### src/rtl/reader_pie_tx.sv
// reader_pie_tx: reader-side PIE transmitter (delimiter, preamble/frame-sync, MSB-first PIE data)
// Optional CRC-16 trailer enabled by defining PIE_TX_CRC16_EN.
module reader_pie_tx #(
  parameter int MAX_BITS = 128,
  parameter int LEN_W    = 8,
  parameter int DELIM    = 4,
  parameter int TARI     = 8,
  parameter int DATA1    = 14,
  parameter int PW       = 4,
  parameter int RTCAL    = 22,
  parameter int TRCAL    = 48
) (
  input  logic                clk,
  input  logic                rst,
  input  logic                i_start,
  input  logic                i_preamble,
  input  logic [LEN_W-1:0]    i_len,
  input  logic [MAX_BITS-1:0] i_data,
`ifdef PIE_TX_CRC16_EN
  input  logic                i_crc_en,
`endif
  output logic                o_pie,
  output logic                o_busy,
  output logic                o_done
);
  localparam int CW = $clog2(TRCAL + 1);
  typedef enum logic [2:0] {S_IDLE, S_DELIM, S_D0, S_RTCAL, S_TRCAL, S_DATA, S_CRC, S_DONE} state_t;
  state_t              st, st_n;
  logic [CW-1:0]       cnt, cnt_n;
  logic [MAX_BITS-1:0] sh, sh_n;
  logic [LEN_W-1:0]    bits, bits_n;
  logic                pre, pre_n, pie_n, busy_n, done_n;
  logic                fin, data_go, data_end, shift;
`ifdef PIE_TX_CRC16_EN
  logic [15:0]         crc, crc_n;
  logic                ce, ce_n;
  function automatic logic [15:0] crc_upd(input logic [15:0] c, input logic b);
    return {c[14:0], 1'b0} ^ ((c[15] ^ b) ? 16'h1021 : 16'h0000);
  endfunction
`endif
  function automatic logic [CW-1:0] sym(input logic b);
    return b ? CW'(DATA1) : CW'(TARI);
  endfunction
  // cnt holds cycles left in the current symbol, so the low pulse is simply cnt <= PW
  assign fin      = cnt == CW'(1);
  assign data_go  = fin && ((st == S_RTCAL && !pre) || st == S_TRCAL);
  assign shift    = fin && (st == S_DATA || st == S_CRC) && bits != LEN_W'(1);
  assign data_end = (data_go && bits == '0) || (fin && st == S_DATA && bits == LEN_W'(1));
  always_ff @(posedge clk or posedge rst) begin
    if (rst) begin
      st     <= S_IDLE;
      cnt    <= '0;
      sh     <= '0;
      bits   <= '0;
      pre    <= 1'b0;
      o_pie  <= 1'b1;
      o_busy <= 1'b0;
      o_done <= 1'b0;
`ifdef PIE_TX_CRC16_EN
      crc    <= 16'hFFFF;
      ce     <= 1'b0;
`endif
    end else begin
      st     <= st_n;
      cnt    <= cnt_n;
      sh     <= sh_n;
      bits   <= bits_n;
      pre    <= pre_n;
      o_pie  <= pie_n;
      o_busy <= busy_n;
      o_done <= done_n;
`ifdef PIE_TX_CRC16_EN
      crc    <= crc_n;
      ce     <= ce_n;
`endif
    end
  end
  always_comb begin
    st_n   = st;
    cnt_n  = cnt - CW'(1);
    sh_n   = sh;
    bits_n = bits;
    pre_n  = pre;
`ifdef PIE_TX_CRC16_EN
    crc_n  = crc;
    ce_n   = ce;
`endif
    case (st)
      S_IDLE: begin
        cnt_n = cnt;
        if (i_start) begin
          st_n   = S_DELIM;
          cnt_n  = CW'(DELIM);
          sh_n   = i_data;
          bits_n = (i_len > LEN_W'(MAX_BITS)) ? LEN_W'(MAX_BITS) : i_len;
          pre_n  = i_preamble;
`ifdef PIE_TX_CRC16_EN
          crc_n  = 16'hFFFF;
          ce_n   = i_crc_en;
`endif
        end
      end
      S_DELIM: if (fin) begin st_n = S_D0; cnt_n = CW'(TARI); end
      S_D0:    if (fin) begin st_n = S_RTCAL; cnt_n = CW'(RTCAL); end
      S_RTCAL: if (fin && pre) begin st_n = S_TRCAL; cnt_n = CW'(TRCAL); end
      S_DONE:  begin st_n = S_IDLE; cnt_n = cnt; end
      default: ;
    endcase
    if (data_go && bits != '0) begin
      st_n  = S_DATA;
      cnt_n = sym(sh[MAX_BITS-1]);
`ifdef PIE_TX_CRC16_EN
      crc_n = crc_upd(crc, sh[MAX_BITS-1]);
`endif
    end
    if (shift) begin
      sh_n   = sh << 1;
      bits_n = bits - LEN_W'(1);
      cnt_n  = sym(sh[MAX_BITS-2]);
`ifdef PIE_TX_CRC16_EN
      if (st == S_DATA) crc_n = crc_upd(crc, sh[MAX_BITS-2]);
`endif
    end
    // CRC already covers every payload bit here since it is folded in as each bit is loaded
    if (data_end) begin
`ifdef PIE_TX_CRC16_EN
      if (ce) begin
        st_n   = S_CRC;
        bits_n = LEN_W'(16);
        sh_n   = {~crc, {(MAX_BITS-16){1'b0}}};
        cnt_n  = sym(~crc[15]);
      end else st_n = S_DONE;
`else
      st_n = S_DONE;
`endif
    end
    if (fin && st == S_CRC && bits == LEN_W'(1)) st_n = S_DONE;
  end
  always_comb begin
    pie_n  = (st_n == S_DELIM) ? 1'b0 : (st_n == S_IDLE || st_n == S_DONE) ? 1'b1 : (cnt_n > CW'(PW));
    busy_n = !(st_n == S_IDLE || st_n == S_DONE);
    done_n = st_n == S_DONE;
  end
endmodule
### config.mk
export PLATFORM = sky130hd
export DESIGN_NAME = reader_pie_tx
export DESIGN_NICKNAME = d
export VERILOG_FILES = /design/src/rtl/reader_pie_tx.sv
export SDC_FILE = /design/constraint.sdc
export NUM_CORES = 1
export LEC_CHECK = 0
export CAP_MARGIN = 30
export CORE_UTILIZATION = 40
export DETAILED_ROUTE_END_ITERATION = 8
export GPL_TIMING_DRIVEN = 0
export PLACE_DENSITY = 0.76
export SYNTH_ARGS = -nofsm -noshare
export SYNTH_HDL_FRONTEND = slang
export SYNTH_SLANG_ARGS = --single-unit
### constraint.sdc
create_clock -name clk -period 8.7 [get_ports clk]
set_clock_uncertainty 0.05 [all_clocks]
set_input_delay 0.87 -clock clk [delete_from_list [all_inputs] [get_ports clk]]
set_output_delay 0.87 -clock clk [all_outputs]
set_load 0.01 [all_outputs]
## Word level (Yosys, flattened, before mapping)

Cells that the tools add are included.

- $add $sub $neg: 2
- Magnitude comparators: 2
- Equal/unequal tests: 12
- Mux-type cells: 26
- Reductions and logical operators: 25

Operator list:

| operator | count |
|---|---|
| 128-bit two-way mux | 3 |
| 6-bit two-way mux | 6 |
| 8-bit two-way mux | 4 |
| 6-bit case mux with 5 select lines | 1 |
| 3-bit two-way mux | 9 |
| 3-bit == test (second input constant) | 5 |
| 3-bit case mux with 5 select lines | 1 |
| 1-bit logical AND | 11 |
| 8-bit by 1-bit == test with 1-bit output (second input constant) | 1 |
| 8-bit greater-than comparator (second input constant) | 1 |
| 8-bit logical NOT | 1 |
| 8-bit by 1-bit inequality test with 1-bit output (second input constant) | 1 |
| 8-bit nonzero test | 1 |
| 8-bit by 1-bit subtractor with 8-bit output (second input constant) | 1 |
| 3-bit by 1-bit == test with 1-bit output (second input constant) | 2 |
| 3-bit by 2-bit == test with 1-bit output (second input constant) | 2 |
| 6-bit by 1-bit == test with 1-bit output (second input constant) | 1 |
| 6-bit by 3-bit greater-than comparator with 1-bit output (second input constant) | 1 |
| 3-bit logical NOT | 2 |
| 6-bit by 1-bit subtractor with 6-bit output (second input constant) | 1 |
| 1-bit logical OR | 4 |
| 2-bit AND reduction | 2 |
| 2-bit nonzero test | 2 |
| 1-bit logical NOT | 2 |
| 1-bit two-way mux | 2 |

- Register bits after elaboration: 149
- Input port bits: 140
- Logic and storage cells: 75

## Depth between registers and ports, before layout

Gate-level depths: netlist of run 1.

- Depth after elaboration: 12
- Depth in mapped cells: 9

## Least setup slack after synthesis of run 1

No wires, ideal clock.

- Path kind: in2reg
- Start: input i_start
- End: register o_pie
- Setup time: 77 ps
- Arrival: 1985 ps
- Data required time: 8573 ps
- Setup slack: 6588 ps
- Cell stages on the path: 5
- Path buffers: 0
- Cell sequence: o31ai_2 a22oi_1 o2111a_1 o31a_1 a31oi_1

- Word-level cells in the longest chain between the ends: 9
- Elaborated cells between the ends (all ways): 16
- Classes of those cells: order compare: 1; eq/ne: 2; mux: 11; reduce/logical: 2

RTL lines:

| element | line | source |
|---|---|---|
| from (decl) | 15 | `input logic i_start,` |
| parallel branches: the longest is 8 deep, another holds 6-bit by 3-bit greater-than comparator with 1-bit output | - |  |
| 1-bit two-way mux (*) | 140 | `pie_n = (st_n == S_DELIM) ? 1'b0 : (st_n == S_IDLE \|\| st_n == S_DONE) ? 1'b1 : (cnt_n > CW'(PW));` |
| named net pie_n | 32 | `logic pre, pre_n, pie_n, busy_n, done_n;` |
| to (signal assigned) | 69 | `o_pie <= pie_n;` |
| to (decl) | 22 | `output logic o_pie,` |

Mark *: on every way through the listed nets, which the timed path passes.
A chain may end at the register's enable or synchronous reset.

## Worst setup path in the final report of run 1

- Start: input i_start
- End: register sh[87]

- Word-level cells in the longest chain between the ends: 2

RTL lines:

| element | line | source |
|---|---|---|
| 2-bit nonzero test (no source line) | - |  |
| 2-bit AND reduction (no source line) | - |  |
| to (signal assigned) | 66 | `sh <= sh_n;` |
| to (decl) | 30 | `logic [MAX_BITS-1:0] sh, sh_n;` |

Every way passes these cells.

==> results of run 1 <==
worst paths after layout:
kind,startpoint,endpoint,cells past startpoint
worst min-delay path,sh[117],sh[117],2
max in group asynchronous,rst,o_pie,3
worst min register to register,sh[117],sh[117],2
worst max-delay path,i_start,sh[87],7
min in group asynchronous,rst,sh[62],2
worst max register to register,st[2],sh[87],7
per-stage QoR:
| stage | power (mW) | utilization | cells |
|---|---|---|---|
| after CTS | 1.639 | 0.5561 | 1131 |
| after detailed placement | 0.7864 | 0.5154 | 1099 |
| after floorplan | 0.7160 | - | 736 |
| after global routing | 1.670 | 0.5561 | 1131 |
| after global placement | 0.7851 | 0.5134 | 1098 |
| final | 1.625 | 0.5561 | 1131 |
cell type report:
type | count | area (um^2)
fill | 1514 | 7413
sequential | 149 | 3730
multi-input combinational | 526 | 2883
timing repair buffer | 143 | 1449
clock buffer | 20 | 456.7
tap | 220 | 275.3
buffer | 52 | 231.5
clock inverter | 12 | 224.0
inverter | 9 | 38.79
power by group through the flow:
stage	Sequential, mW	Clock, mW	Combinational [mW]
2_1_floorplan	0.706	0	0.0101
3_3_place_gp	0.706	0	0.0792
3_5_place_dp	0.706	0	0.0807
4_1_cts	0.693	0.865	0.0814
5_1_grt	0.693	0.892	0.0855
6_report	0.693	0.852	0.0794
layout by cell type (no fill, tap or decap), types with 8 or more instances in the layout:
cell type / netlist / layout
sky130_fd_sc_hd__dfrtp_1: 148 / 148
sky130_fd_sc_hd__buf_2: 29 / 29
sky130_fd_sc_hd__clkbuf_16: 0 / 17
sky130_fd_sc_hd__nor2_1: 11 / 11
sky130_fd_sc_hd__nand2_1: 276 / 276
sky130_fd_sc_hd__nand3_1: 9 / 9
sky130_fd_sc_hd__inv_1: 9 / 8
sky130_fd_sc_hd__o21ai_0: 10 / 10
sky130_fd_sc_hd__clkbuf_1: 23 / 24
sky130_fd_sc_hd__clkdlybuf4s50_1: 0 / 142
sky130_fd_sc_hd__a22oi_1: 128 / 128
per-layer routing:
layer / vias to the layer above / GRT usage / share of wire
met2: 184 / 0.3232 / 0.48
met3: 23 / 0.05441 / 0.060
met1: 2916 / 0.2795 / 0.45
li1: 2916 / - / -
met4: 0 / 0.07955 / 0.018
met5: - / 0 / 0
registers in the layout, summed over array words and instances (netlist names):
signal and flops:
st 3, cnt 6, o_pie 1, bits 8, pre 1, o_done 1, sh 128, o_busy 1
critical path, delay by kind of cell:
family,cells,cell delay [ps]
buffers and inverters,3,1580
AND/OR/NAND/NOR,3,640
AO/OA/AOI/OAI,1,210
cell families (layout without fill, tap and decap cells):
| kind of cell | Yosys count | after routing |
|---|---|---|
| AND/OR/NAND/NOR | 336 | 336 |
| flip-flops | 149 | 149 |
| multiplexers | 2 | 2 |
| XOR/XNOR | 3 | 3 |
| adder cells (fa/ha/maj) | 5 | 5 |
| AO/OA/AOI/OAI | 180 | 180 |
| buffers and inverters | 61 | 236 |
==> impl_metrics.toml, run 1 <==
[critical_path]
crit_path_end_kind = "register"
timing.setup.critical_path_class = "primary input to register"
critical_path_required_ps = 9010
timing.critical_path.from_type = "primary input"
worst-path-max-fanout = 10
maximum_single_stage_delay_on_the_critical_path_ps = 540
crit_chain = "clkdlybuf4s50_1, nand2_1, nor2_1, clkbuf_1, clkbuf_1, a22oi_1, nand2_1"
arrival_ps = 3310
r2r_setup_slack_ps = 5990
slowest_stage = "sky130_fd_sc_hd__clkdlybuf4s50_1"

[clock_network]
cts_setup_buffers = 0
tritoncts.num_buffers = 17
cts_sinks = 149
cts_buffer_depth = 2
worstSkewPairLatency_ps = 420
cts-htree-levels = 4
cts_repair_resize_count = 0
worst_setup_hold_path_clk_slew_ps = 60
cts_tree = "yes"
clock_root_buffer = "sky130_fd_sc_hd__clkbuf_16"
cts_hold_buffers = 0

[global_route]
groute.usage.overall = 0.2081
aggregate_global_routing_overflow = 0
grt_start_max_net_pins = 79
antenna_found_initial = 0
number_of_global_route_vias_before_repair = 5843
wire_length_of_the_first_global_routing_pass_um = 29190

[power]
p_leak_nw = 4.439
pwr_density_cell_nw_per_um2 = 174.9
power.internal_mw = 1.302
share_comb_of_total_power = 0.049
power.switching_mw = 0.3225
maximum_resistive_drop_on_vdd_uv = 134.2
power_switching_share = 0.1985
share_seq_of_total_power = 0.427
pwr-share-clk = 0.525

[yosys]
ys_async_sr_fraction = 1.000
largest_family_of_logic_cells_by_synthesized_area = "simple AND/OR/NAND/NOR gates"
synth_top_cell_by_area = "sky130_fd_sc_hd__dfrtp_1"
yosysWarningCount = 0
syn-mean-instance-area_um2 = 9.345
post-synth-top-area-fraction = 0.5385
synth_xor_xnor_area_share = 0.003820
synth_area_leaders = "sky130_fd_sc_hd__dfrtp_1 54%, sky130_fd_sc_hd__nand2_1 15%, sky130_fd_sc_hd__a22oi_1 14%"
synth_seq_cells = 149
net_count_of_the_mapped_netlist = 881
synth-edff-count = 0
synth_sequential_area_ratio = 0.5423
synthMostInstantiatedCell = "sky130_fd_sc_hd__nand2_1"
synth.mux.area_fraction = 0.003093
share_of_the_synthesized_area_in_compound_gates_ao_oa_aoi_oai = 0.1956
synth_ff_type = "sky130_fd_sc_hd__dfrtp_1"
synthSimpleGateAreaFrac = 0.2076
syn_area_um2 = 6878
synthTopCellsByCount = "276 x sky130_fd_sc_hd__nand2_1, 148 x sky130_fd_sc_hd__dfrtp_1, 128 x sky130_fd_sc_hd__a22oi_1, 29 x sky130_fd_sc_hd__buf_2, 23 x sky130_fd_sc_hd__clkbuf_1"
synthAdderAreaFrac = 0.009096
post_synth_inst_count = 736
post_synth_num_cell_types = 58

[die]
floorplan.rows = 47
die-width_um = 133.1
die_area_um2 = 17720
design.core.area_um2 = 16700
die_height_um = 133.1
initial_utilization = 0.4118
design.portCount = 143

[routing]
routedWlPerCell_um = 15.70
drt_iter0_markers = 594
drt_first_pass_iters = 5
post_route_drc_violation_count = 0
vias = 6039
via_per_inst = 5.340
total_wirelength_um = 17750
drtAntennaViolNets = 0

[placed_design]
weighted_congestion_at_the_end_of_routability_driven_global_placement = 0.8880
portBuffers = 142
place.detailed.hpwl_um = 12070
postPlaceCellArea_um2 = 8607
dpl_worst_slack_ps = 5265

[sta]
period_needed_ps = 3004
max_freq_mhz = 332.9
drv_slew = 0
hold_viol_final = 0
finalHoldWorstSlack_ps = 425.5
period_share = 0.3453
totalNegativeSetupSlack_ps = 0
slew_headroom = 0.5149
finalWorstSetupSlack_ps = 5696
grt_setup_unrepaired = "no"
finalSetupViolCount = 0
transition_time_at_the_pin_with_the_least_slew_margin_ps = 727.6

[cells_and_area]
finish.net_count = 1043
final_cell_area_um2 = 9288
layout-drive-gt1-share = 0.08013
diodes = 0
areaGrowthSynthToFinish_pct = 35.04

[job]
drv_cap = 0

[run_status]
outcome = "complete, no violations"

[hold_path]
min_path_type = "register to register"
Power figures use the tool's default switching activity.
==> run 2, diff against run 1 <==
Clock period 8.7 ns to 2.9 ns, I/O delays scaled along.
==> run 2 against run 1 <==
Effect of this change:
- die area stayed put
- sequential power grew to 3.0 times the previous value
- core utilization is 0.39 points lower
- cell count is 0.27% higher
- global-route usage is 0.087 points lower
- clock power is 150% higher
- hold slack worse by 210 ps
- flip-flop and latch count stayed put
- critical path depth is 1 higher
- combinational power grew to 3.1 times the previous value
- power grew to 2.7 times the previous value
- critical path type is now register to register
==> impl_metrics.toml, run 2 (synthesis gave the netlist of run 1 again) <==
[clock_network]
cts-htree-levels = 4
tritoncts.num_buffers = 17
cts_tree = "yes"
cts_sinks = 149
cts_hold_buffers = 0
cts_setup_buffers = 0
cts_buffer_depth = 2
worstSkewPairLatency_ps = 410
clock_root_buffer = "sky130_fd_sc_hd__clkbuf_16"
worst_setup_hold_path_clk_slew_ps = 60
cts_repair_resize_count = 0

[critical_path]
maximum_single_stage_delay_on_the_critical_path_ps = 470
slowest_stage = "sky130_fd_sc_hd__nor4_4"
path_depth = 8
cp_common_cell = "sky130_fd_sc_hd__buf_2"
critical_path.endpoint = "sh[87]"
crit_path_end_kind = "register"
regToRegEndpoint = "sh[87]"
crit_chain = "buf_2, nor4_4, a311o_2, nor2_4, buf_2, buf_2, a22oi_1, nand2_1"
ff2ff_path_depth = 8
crit-reg2reg-launch = "bits[2]"
critical_path_required_ps = 3140
timing.setup.critical_path_class = "register to register"
path_delay_family = "compound AO/OA/AOI/OAI gates"
worst_setup_path_startpoint = "bits[2]"
worst-path-max-fanout = 10
arrival_ps = 2790
critical_path_buf_inv_count = 3
r2r_setup_slack_ps = 340
timing.critical_path.from_type = "register"

[routing]
total_wirelength_um = 17600
drt_first_pass_iters = 5
routedWlPerCell_um = 15.52
vias = 6087
drt_iter0_markers = 471
post_route_drc_violation_count = 0
via_per_inst = 5.368
drtAntennaViolNets = 0

[cells_and_area]
largest_reg_flops = 128
final_cell_count_no_fill = 1134
final_cell_area_um2 = 9223
max_flop_register = "sh"
most_frequent_cells_in_the_layout = "276 x sky130_fd_sc_hd__nand2_1, 148 x sky130_fd_sc_hd__dfrtp_1, 142 x sky130_fd_sc_hd__clkdlybuf4s50_1"
area_used_by_sequential_logic_in_the_layout_um2 = 3730
num-fill-cells = 1540
areaGrowthSynthToFinish_pct = 34.09
total_area_of_multi_input_combinational_cells_um2 = 2883
top_regs = "sh x128, bits x8, cnt x6"
layout-drive-gt1-share = 0.08206
diodes = 0
finish.net_count = 1046
layout_commonest_cell = "sky130_fd_sc_hd__nand2_1"

[placed_design]
place.detailed.hpwl_um = 12310
postPlaceCellArea_um2 = 8658
portBuffers = 142
dpl_worst_slack_ps = 84.48
weighted_congestion_at_the_end_of_routability_driven_global_placement = 0.8864
dpl.cell_count = 1102

[power]
report.power.total_mw = 4.425
maximum_resistive_drop_on_vdd_uv = 392.9
pwr_density_cell_nw_per_um2 = 479.8
p_leak_nw = 4.403

[sta]
finalSetupViolCount = 0
totalNegativeSetupSlack_ps = 0
finalWorstSetupSlack_ps = 342.0
transition_time_at_the_pin_with_the_least_slew_margin_ps = 623.8
slew_headroom = 0.5842
period_share = 0.8821
period_needed_ps = 2558
max_freq_mhz = 390.9
hold_viol_final = 0
grt_setup_unrepaired = "no"
drv_slew = 0

[die]
floorplan.rows = 47
die_area_um2 = 17720
die_height_um = 133.1
die-width_um = 133.1
design.core.area_um2 = 16700
design.portCount = 143
initial_utilization = 0.4118

[global_route]
antenna_found_initial = 0
aggregate_global_routing_overflow = 0
number_of_global_route_vias_before_repair = 5953
wire_length_of_the_first_global_routing_pass_um = 29470
groute.usage.overall = 0.2072
grt_start_max_net_pins = 42

[run_status]
outcome = "complete, no violations"

[hold_path]
min_path_type = "primary input to asynchronous set/reset pin"

[job]
drv_cap = 0
-- run 2: final cells by class --
cell class,instances,share of cell area
Timing Repair Buffer,146,0.1628
Buffer,52,0.02523
Clock buffer,22,0.05033
Tap cell,220,0.02985
Inverter,9,0.004070
Clock inverter,10,0.01072
Sequential cell,149,0.4044
Multi-Input combinational cell,526,0.3126
-- run 2: worst min path at each step --
stage | from | to | slack [ps] | cells after the start
6_report | rst | sh[53] | 220 | 2
5_1_grt | rst | sh[53] | 250 | 2
4_1_cts | rst | sh[53] | 210 | 2
3_5_place_dp | sh[52] | sh[52] | 410 | 2
3_3_place_gp | sh[29] | sh[29] | 410 | 2
2_1_floorplan | i_preamble | pre | 350 | 2
-- run 2: power breakdown --
part / switching [mW] / internal [mW] / leakage [nW] / total, mW
registers: 0 / 2.08 / 2.03 / 2.08
logic: 0.0751 / 0.174 / 2.12 / 0.249
clock network: 0.866 / 1.23 / 0.259 / 2.10
-- run 2: per-stage QoR --
| step | util | hold slack (ps) |
|---|---|---|
| final | 0.5522 | 217.3 |
| after global placement | 0.5136 | 407.7 |
| after detailed placement | 0.5184 | 412.6 |
| after floorplan | - | 345.4 |
| after CTS | 0.5521 | 209.7 |
| after global routing | 0.5522 | 254.6 |
-- run 2: routing by layer --
layer	wire, um	vias up	track usage
met5	0	-	0
met4	313	0	0.06692
met3	992	23	0.05137
met2	8244	184	0.3293
met1	8045	2956	0.2788
li1	-	2924	-
==> run 3, diff against run 2 <==
Settings changed: RECOVER_POWER set to 50, TNS_END_PERCENT set to 1.
==> run 3 against run 2 <==
Effect of this change:
- critical endpoint unchanged
- first-iteration DRC count down 0.42%
- largest power group unchanged
- die area did not move
- count of clock-buffer cells in the layout is the same
==> impl_metrics.toml, run 3 (synthesis gave the netlist of run 1 again) <==
[routing]
total_wirelength_um = 17600
routedWlPerCell_um = 15.52
vias = 6097
drtAntennaViolNets = 0
via_per_inst = 5.377
drt_iter0_markers = 469
post_route_drc_violation_count = 0
drt_first_pass_iters = 5

[die]
die_area_um2 = 17720
die-width_um = 133.1
floorplan.rows = 47
design.portCount = 143
die_height_um = 133.1
design.core.area_um2 = 16700
initial_utilization = 0.4118

[sta]
finalHoldWorstSlack_ps = 383.8
period_needed_ps = 2560
transition_time_at_the_pin_with_the_least_slew_margin_ps = 1315
totalNegativeSetupSlack_ps = 0
grt_setup_unrepaired = "no"
finalWorstSetupSlack_ps = 340.3
max_freq_mhz = 390.7
finalSetupViolCount = 0
period_share = 0.8827
hold_viol_final = 0
slew_headroom = 0.1231
drv_slew = 0

[placed_design]
dpl_worst_slack_ps = 84.48
weighted_congestion_at_the_end_of_routability_driven_global_placement = 0.8864
dpl.cell_count = 1102
postPlaceCellArea_um2 = 8658
portBuffers = 142
place.detailed.hpwl_um = 12310

[hold_path]
min_path_type = "primary input to register"
hp-start = "i_len[4]"
whs_endpoint = "bits[4]"
timing.hold.worst_path_depth = 3

[clock_network]
cts_repair_resize_count = 0
worstSkewPairLatency_ps = 410
clock_root_buffer = "sky130_fd_sc_hd__clkbuf_16"
cts-htree-levels = 4
cts_setup_buffers = 0
worst_setup_hold_path_clk_slew_ps = 60
cts_hold_buffers = 0
cts_buffer_depth = 2
cts_tree = "yes"
cts_sinks = 149
tritoncts.num_buffers = 17

[cells_and_area]
diodes = 0
layout-drive-gt1-share = 0.08096
top_regs = "sh x128, bits x8, cnt x6"
total_area_of_multi_input_combinational_cells_um2 = 2883
area_used_by_sequential_logic_in_the_layout_um2 = 3730
largest_reg_flops = 128
postLayoutCoreUtil = 0.5507
layout_commonest_cell = "sky130_fd_sc_hd__nand2_1"
max_flop_register = "sh"
areaGrowthSynthToFinish_pct = 33.73
final_cell_area_um2 = 9198
final_cell_count_no_fill = 1134
num-fill-cells = 1544
most_frequent_cells_in_the_layout = "276 x sky130_fd_sc_hd__nand2_1, 148 x sky130_fd_sc_hd__dfrtp_1, 140 x sky130_fd_sc_hd__clkdlybuf4s50_1"
finish.net_count = 1046

[global_route]
wire_length_of_the_first_global_routing_pass_um = 29470
grt_start_max_net_pins = 42
groute.usage.overall = 0.2072
number_of_global_route_vias_before_repair = 5953
aggregate_global_routing_overflow = 0
antenna_found_initial = 0

[critical_path]
r2r_setup_slack_ps = 340
crit_path_end_kind = "register"
timing.critical_path.from_type = "register"
arrival_ps = 2800
ff2ff_path_depth = 8
timing.setup.critical_path_class = "register to register"
worst-path-max-fanout = 10
crit-reg2reg-launch = "bits[2]"
critical_path_required_ps = 3140
regToRegEndpoint = "sh[87]"

[run_status]
outcome = "complete, no violations"

[power]
report.power.total_mw = 4.420
pwr_density_cell_nw_per_um2 = 480.6
maximum_resistive_drop_on_vdd_uv = 392.8
p_leak_nw = 4.405

[job]
drv_cap = 0
## run 3: cell count changes in the layout (fill, tap and decap cells not counted), sizes merged
cell / before / now
buf: 33 / 31
clkbuf: 45 / 46
clkdlybuf4s50: 142 / 140
dlygate4sd3: 0 / 2
dlymetal6s4s: 0 / 1
## run 3: power by group
| group | total, mW | internal, mW | switching (mW) |
|---|---|---|---|
| combinational | 0.243 | 0.169 | 0.0737 |
| sequential | 2.08 | 2.08 | 0 |
| clock | 2.10 | 1.23 | 0.866 |
## run 3: worst max-delay path by stage
stage                     startpoint  endpoint  slack [ps]  cells after the start
after CTS                      st[2]    sh[87]         200                      7
after detailed placement     i_start    sh[87]          80                      7
final                        bits[2]    sh[87]         340                      8
after global placement           rst     sh[7]        -670                      2
after global routing             rst    o_done         180                      3
after floorplan                  rst   bits[0]         690                      1
## run 3: cell type report
class	instances	area share
multi-input combinational	526	0.3134
sequential	149	0.4055
buffer	52	0.02530
timing repair buffer	146	0.1608
tap	220	0.02993
inverter	9	0.003809
clock inverter	10	0.01075
clock buffer	22	0.05047
## run 3: worst max-delay path, stage by stage, from the launching register on
cell and delay [ps]:
sky130_fd_sc_hd__dfrtp_1 350, sky130_fd_sc_hd__buf_2 170, sky130_fd_sc_hd__nor4_4 480, sky130_fd_sc_hd__a311o_2 380, sky130_fd_sc_hd__nor2_4 120, sky130_fd_sc_hd__buf_2 240, sky130_fd_sc_hd__buf_2 240, sky130_fd_sc_hd__a22oi_1 320
sky130_fd_sc_hd__nand2_1 80
## run 3: routing by layer
| metal | GRT usage | vias to the layer above | routed length [um] |
|---|---|---|---|
| met4 | 0.06692 | 0 | 303 |
| met1 | 0.2788 | 2968 | 8004 |
| li1 | - | 2926 | - |
| met3 | 0.05137 | 22 | 985 |
| met5 | 0 | - | 0 |
| met2 | 0.3293 | 181 | 8311 |
